===== config.mk =====
export PLATFORM = sky130hd
export DESIGN_NAME = multi_add_seq
export DESIGN_NICKNAME = d
export VERILOG_FILES = /design/src/rtl/multi_add_seq.sv
export SDC_FILE = /design/constraint.sdc
export NUM_CORES = 1
export LEC_CHECK = 0
export CAP_MARGIN = 20
export CORE_MARGIN = 4
export CORE_UTILIZATION = 55
export DETAILED_ROUTE_END_ITERATION = 8
export PLACE_DENSITY = 0.83
export SYNTH_ARGS = -nofsm -noshare
export SYNTH_HDL_FRONTEND = slang
export SYNTH_SLANG_ARGS = --single-unit
export TNS_END_PERCENT = 100

===== constraint.sdc =====
create_clock -name clk -period 4.24 [get_ports clk]
set_input_delay 0.848 -clock clk [delete_from_list [all_inputs] [get_ports clk]]
set_output_delay 0.848 -clock clk [all_outputs]
set_load 0.05 [all_outputs]

===== src/rtl/multi_add_seq.sv =====
// Chunk-serial add/subtract: one 2**S-bit slice adder walks K chunks LSB-first,
// carrying between chunks in a register, with valid/ready on both sides.

module slice_add #(
  parameter int SW = 8
) (
  input  logic [SW-1:0] a,
  input  logic [SW-1:0] b,
  input  logic          ci,
  output logic [SW-1:0] sum,
  output logic          co
);
  assign {co, sum} = {1'b0, a} + {1'b0, b} + {{SW{1'b0}}, ci};
endmodule

module multi_add_seq #(
  parameter int S = 3,
  parameter int K = 4,
  localparam int SW = 2 ** S,
  localparam int W = K * SW
) (
  input  logic         clk,
  input  logic         rst,
  input  logic         in_valid,
  output logic         in_ready,
  input  logic [W-1:0] a,
  input  logic [W-1:0] b,
  input  logic         cin,
  input  logic         sub,
  output logic         out_valid,
  input  logic         out_ready,
  output logic [W-1:0] s,
  output logic         cout,
  output logic         busy
);
  localparam int CW = (K > 1) ? $clog2(K) : 1;
  localparam logic [CW-1:0] LAST = CW'(K - 1);

  typedef enum logic [1:0] {IDLE, RUN, DONE} state_t;

  state_t        state_reg, state_next;
  logic [CW-1:0] cnt_reg, cnt_next;
  logic          carry_reg, carry_next;
  logic [W-1:0]  a_reg, a_next;
  logic [W-1:0]  b_reg, b_next;
  logic [W-1:0]  s_reg, s_next;
  logic          cout_reg, cout_next;

  logic [SW-1:0] a_chunk [K];
  logic [SW-1:0] b_chunk [K];
  logic [SW-1:0] slice_sum;
  logic          slice_co;

  genvar gi;
  generate
    for (gi = 0; gi < K; gi++) begin : g_chunk
      assign a_chunk[gi] = a_reg[gi*SW +: SW];
      assign b_chunk[gi] = b_reg[gi*SW +: SW];
    end
  endgenerate

  // b_reg already holds ~b for subtraction, so the slice only ever adds.
  slice_add #(.SW(SW)) u_slice (
    .a  (a_chunk[cnt_reg]),
    .b  (b_chunk[cnt_reg]),
    .ci (carry_reg),
    .sum(slice_sum),
    .co (slice_co)
  );

  always_comb begin
    state_next = state_reg;
    cnt_next   = cnt_reg;
    carry_next = carry_reg;
    a_next     = a_reg;
    b_next     = b_reg;
    s_next     = s_reg;
    cout_next  = cout_reg;
    case (state_reg)
      IDLE: begin
        if (in_valid) begin
          a_next     = a;
          b_next     = sub ? ~b : b;
          carry_next = cin;
          cnt_next   = '0;
          state_next = RUN;
        end
      end
      RUN: begin
        carry_next = slice_co;
        for (int i = 0; i < K; i++) begin
          if (cnt_reg == CW'(i)) s_next[i*SW +: SW] = slice_sum;
        end
        if (cnt_reg == LAST) begin
          cout_next  = slice_co;
          state_next = DONE;
        end else begin
          cnt_next = cnt_reg + CW'(1);
        end
      end
      DONE: begin
        if (out_ready) state_next = IDLE;
      end
      default: state_next = IDLE;
    endcase
  end

  always_ff @(posedge clk) begin
    if (rst) begin
      state_reg <= IDLE;
      cnt_reg   <= '0;
      carry_reg <= 1'b0;
      a_reg     <= '0;
      b_reg     <= '0;
      s_reg     <= '0;
      cout_reg  <= 1'b0;
    end else begin
      state_reg <= state_next;
      cnt_reg   <= cnt_next;
      carry_reg <= carry_next;
      a_reg     <= a_next;
      b_reg     <= b_next;
      s_reg     <= s_next;
      cout_reg  <= cout_next;
    end
  end

  assign in_ready  = (state_reg == IDLE);
  assign out_valid = (state_reg == DONE);
  assign busy      = (state_reg != IDLE);
  assign s         = s_reg;
  assign cout      = cout_reg;
endmodule

== Word-level counts from Yosys, hierarchy flattened ==
Cells that the tools add are included.
Storage, ports and cells
  bits in registers: 102
  input bits: 70
  output and inout port bits: 36
Cells by class
  $add $sub $neg: 3
  magnitude comparators: 1
  equality and inequality tests: 9
  muxes and demuxes: 16
  bitwise logic cells: 2
  reduce and logical (&&, ||, !) cells: 12
Operator list (count)
  binary-select mux 8 bit (select 2 bit): 2
  two-way mux 32 bit: 1
  two-way mux 8 bit: 4
  NOT 32 bit: 1
  AND reduction 2 bit: 6
  two-way mux 2 bit: 5
  adder 8 x 8 -> 9 bit: 1
  adder 9 x 1 -> 9 bit: 1
  == test 2 bit, second input constant: 3
  inequality test 2 bit, second input constant: 3
  one-hot mux 2 bit (3 select lines): 1
  AND reduction 3 bit: 2
  == test 2 x 1 -> 1 bit, second input constant: 2
  logical NOT 2 bit: 2
  one-hot mux 2 bit (2 select lines): 1
  nonzero test 2 bit: 2
  greater-or-equal comparator 3 bit, second input constant: 1
  NOT 2 -> 3 bit: 1
  adder 2 x 1 -> 2 bit, second input constant: 1
  inequality test 2 x 1 -> 1 bit, second input constant: 1
  one-hot mux 1 bit (2 select lines): 1
  two-way mux 1 bit: 1

== Logic depth before layout (Yosys ltp) ==
  depth after elaboration: 7
  mapped depth: 9
  depth with buffers taken out: 7

== Hierarchy ==
Synthesis repeated with hierarchy kept, for this count alone.
Unflattened totals
  cells, all modules: 484
  area total of the unflattened synthesis: 4629.4 µm²
Modules (own cells, without submodules)
  multi_add_seq: times used 1, cells each 446, area each 4316.6 µm², seq. area each 2042.0 µm²
  slice_add: times used 1, cells each 38, area each 312.8 µm², seq. area each 0.0 µm²

== Least setup slack after synthesis ==
OpenSTA, ideal clock, no wires.
  path type: register to register
  from: reg cnt_reg[0]
  to: reg s_reg[28], in the netlist s[28]
  setup time: 0.070 ns
  data arrival time: 2.808 ns
  required time: 4.170 ns
  path slack: 1.363 ns
  stages on the path, launching flop included: 9
  buffers on the path: 1
  period minus slack after synthesis: 2.877 ns
  cell sequence: dfxtp_1 -> buf_4 -> mux4_2 -> fa_1 -> fa_1 -> a211oi_2 -> nor2_1 -> or3_4 -> o21ai_1
Between the ends
  longest elaborated chain between the ends: 6
  elaborated cells between the ends (all ways): 11
  those cells by class: add/sub: 2; eq/ne: 1; mux: 6; bitwise: 1; reduce/logical: 1
RTL lines
  from (decl): RTL line 42  | logic [CW-1:0] cnt_reg, cnt_next;
  from (signal assigned): RTL line 119  | cnt_reg <= cnt_next;
  NOT 2 -> 3 bit (not written as such): RTL line 64, 65
  binary-select mux 8 bit (select 2 bit) (on tied branches): RTL line 64, 65
  two-way mux 8 bit (on tied branches) (2 in a row): RTL line 64, 65
  adder 8 x 8 -> 9 bit: RTL line 13  | assign {co, sum} = {1'b0, a} + {1'b0, b} + {{SW{1'b0}}, ci};
  adder 9 x 1 -> 9 bit: RTL line 13
  to (signal assigned): RTL line 123  | s_reg <= s_next;
  to (decl): RTL line 46  | logic [W-1:0] s_reg, s_next;
Several ways; a longest one is shown, not always the timed one. The select of a mux whose other input is x is not followed.
A chain may end at the register's enable or synchronous reset.

== Worst setup path after layout ==
  from: reg cnt_reg[1]
  to: reg s_reg[28], in the netlist s[28]
The elaborated chain is that of the path after synthesis.

==> impl_metrics.csv <==
group,metric,value,unit
status,outcome,"finished clean",
timing,max_freq,0.3050,GHz
synthesis,async_flop_share,0,%
clock_network,cts_tree,"done",
synthesis,synthCells,542,
placed_design,gp_congestion,0.8929,
synthesis,synth_mux_area_share,7.845,%
die,start_util,56.06,%
clock_network,cts_sinks,102,
power_and_ir_drop,power.density,358.1,nW/um2
die,die_w,102.0,um
synthesis,syn-cell-area,4865,um2
power_and_ir_drop,p_switching,0.0006006,W
grt,busiest_layer,"met2",
timing,skew,0.01174,ns
die,core.rowCount,34,
placed_design,numPortBuffers,105,
grt,grt_pass1_vias,4073,
setup_path,critPathRequiredTime,4.53,ns
synthesis,ys_ff_latch,102,
setup_path,crit_type,"register to register",
synthesis,synth_top_area_share,41.98,%
clock_network,clockRootBuffer,"clkbuf_8",
setup_path,crit_chain,"mux4_2 -> fa_1 -> fa_1 -> a211oi_2 -> nor2_1 -> or3_4 -> o21ai_1",
synthesis,synth_edf_count,0,
grt,met3_usage,3.413,%
timing,maxSlewHeadroom,35.80,%
setup_path,worstPathMaxFanout,20,
setup_path,cp-end-kind,"register",
placed_design,post-dp-hpwl,8.805,mm
final_layout,drive_gt1_share,7.878,%
clock_network,cts.repair.resized,0,
timing,fin_crit_sh,77.33,%
placed_design,place_ws,0.9587,ns
route,vias_per_cell,5.745,
clock_network,holdBufCountCts,0,
power_and_ir_drop,power_frac_clock,31.9,%
synthesis,synth_simple_gate_area_share,18.83,%
final_layout,area_delta_synth_final,24.97,%
setup_path,r2r_end,"s[28]$_SDFFE_PP0P_",
route,drtAntennaViolNets,0,
final_layout,fin_nets,700,
die,core_area,8678,um2
min_path,min_path_cells,2,
timing,fin_ws,0.9611,ns
setup_path,crit_top_cell,"fa_1",
grt,grt_pass1_wl,19.17,mm
route,drt_wl_total,11.81,mm
timing,hold_viol,0,
min_path,worstHoldStart,"a_reg[11]$_SDFFE_PP0P_",
power_and_ir_drop,worst_ir_drop_vdd,0.0002009,V
grt,use_met2,39.38,%
placed_design,place_inst,714,
timing,tightest_slew,0.9607,ns
clock_network,numCtsBuffers,9,
power_and_ir_drop,pwr-share-comb,19.6,%
power_and_ir_drop,netSwitchingFraction,27.59,%
die,die_h,102.0,um
grt,antenna_found_initial,0,
route,drc,0,
timing,finalCriticalPeriod,3.279,ns
synthesis,syn_nets,625,
final_layout,post-route-util,70.05,%
route,vias,4194,
synthesis,synthDistinctLibCells,46,
synthesis,syn-mean-instance-area,8.975,um2
setup_path,start_kind,"register",
route,post_drt_wl_per_cell,16.17,um
power_and_ir_drop,power,0.002177,W
setup_path,crit_arrival,3.56,ns
synthesis,synth_xor_area_share,5.941,%
power_and_ir_drop,cell_internal_pwr,0.001577,W
route,drt_iter0_markers,305,
synthesis,yosys.area.top_type,"dfxtp_1",
flow_run,maxCapViolCount,0,
min_path,worstHoldPathType,"register to register",
synthesis,yosysWarnings,0,
final_layout,final_cells,730,
die,die_area,10410,um2
synthesis,yosys.area_share.adder,3.652,%
clock_network,clkTransAtPathRegs,0.10,ns
grt,grt_usage,23.11,%
synthesis,synth_top_family_by_area,"simple AND/OR/NAND/NOR gates",
grt,overflow,0,
setup_path,r2r_slack,0.96,ns
setup_path,reg2reg_from,"cnt_reg[1]$_SDFFE_PP0P_",
timing,rsz0062_at_grt,"false",
timing,finalSetupTns,0,ns
clock_network,htree_levels,3,
synthesis,synthMostInstantiatedCell,"dfxtp_1",
synthesis,ys_seq_area_share,41.98,%
synthesis,synth_area_leaders,"dfxtp_1 (42%), mux4_2 (7.4%), nand2_1 (6.6%)",
synthesis,ys_top_cells_by_count,"dfxtp_1 (102), nand2_1 (85), nor2_1 (52), a21oi_1 (47), a211oi_1 (37)",
power_and_ir_drop,leakage,2.171,nW
clock_network,postCtsSetupBuffers,0,
grt,met1_usage,29.96,%
setup_path,rr_worst_depth,7,
clock_network,clockBufferDepth,2,
power_and_ir_drop,seqPwrFrac,48.5,%
route,firstDrtPassIters,5,
timing,setup_viol,0,
setup_path,max_stage_delay,0.90,ns
clock_network,clock_latency,0.36,ns
synthesis,synth_flop_cell,"dfxtp_1",
setup_path,critPathSlowestCell,"dfxtp_1",
grt,grt_max_degree,71,
synthesis,synth_compound_area_share,16.59,%
min_path,hold-path-endpoint,"a_reg[11]$_SDFFE_PP0P_",
timing,slew_violations,0,
final_layout,num_antenna_cells,0,
die,pin_count,106,
logic make-up after synthesis:
group / after synthesis
AND/OR/NAND/NOR: 199
flip-flops: 102
multiplexers: 18
adder cells (fa/ha/maj): 13
buffers and inverters: 51
AO/OA/AOI/OAI: 126
XOR/XNOR: 33
routing by layer:
layer / part of all wire [%] / up-vias
met5: 0 / -
met4: 2.0 / 0
met3: 6.6 / 24
met2: 49 / 175
met1: 43 / 1943
li1: - / 2052
layout by cell type, fill, tap and decap left out, drive strengths merged, types with 15 or more instances in the layout:
cell / Yosys / layout
dfxtp: 102 / 102
nand2: 85 / 85
nor2: 52 / 52
clkdlybuf4s50: 0 / 103
a211oi: 40 / 40
o21ai: 15 / 15
xnor2: 33 / 33
nand3: 23 / 23
mux4: 16 / 16
a21oi: 47 / 47
critical path, delay by kind of cell (launching register included):
kind | cells | cell delay (ns)
AO/OA/AOI/OAI | 2 | 0.42
adder cells (fa/ha/maj) | 2 | 0.94
flip-flops | 1 | 0.90
multiplexers | 1 | 0.43
AND/OR/NAND/NOR | 2 | 0.52
stage by stage:
stage | hold WS, ns | cell area [um2]
finish | 0.4572 | 6080
global route | 0.4859 | 6080
CTS | 0.4598 | 6080
detailed placement | 0.4470 | 5847
global placement | 0.4398 | 5847
floorplan | 0.4331 | 4865
worst max path at each step:
stage / from / endpoint / slack (ns) / cells after the start
after global placement: cnt_reg[0]$_SDFFE_PP0P_ / s[20]$_SDFFE_PP0P_ / 1.04 / 7
after CTS: cnt_reg[0]$_SDFFE_PP0P_ / s[12]$_SDFFE_PP0P_ / 0.93 / 7
after global routing: cnt_reg[0]$_SDFFE_PP0P_ / s[28]$_SDFFE_PP0P_ / 0.75 / 7
final: cnt_reg[1]$_SDFFE_PP0P_ / s[28]$_SDFFE_PP0P_ / 0.96 / 7
after floorplan: cnt_reg[0]$_SDFFE_PP0P_ / s[28]$_SDFFE_PP0P_ / 1.36 / 8
after detailed placement: cnt_reg[0]$_SDFFE_PP0P_ / s[12]$_SDFFE_PP0P_ / 0.96 / 7
cell type report:
cell class	count	area, um2
Clock buffer	12	155.1
Timing Repair Buffer	109	1071
Sequential cell	102	2042
Clock inverter	4	77.57
Multi-Input combinational cell	389	2576
Fill cell	700	2599
Tap cell	108	135.1
Inverter	6	22.52
power groups by stage:
| stage | Sequential [W] | Clock, W | Combinational, W |
|---|---|---|---|
| after global routing | 0.00106 | 0.000734 | 0.000463 |
| after floorplan | 0.00109 | 0 | 0.000268 |
| after detailed placement | 0.00108 | 0 | 0.000424 |
| after global placement | 0.00107 | 0 | 0.000411 |
| after CTS | 0.00106 | 0.000695 | 0.000426 |
| final | 0.00106 | 0.000694 | 0.000427 |
Power figures use the tool's default switching activity.
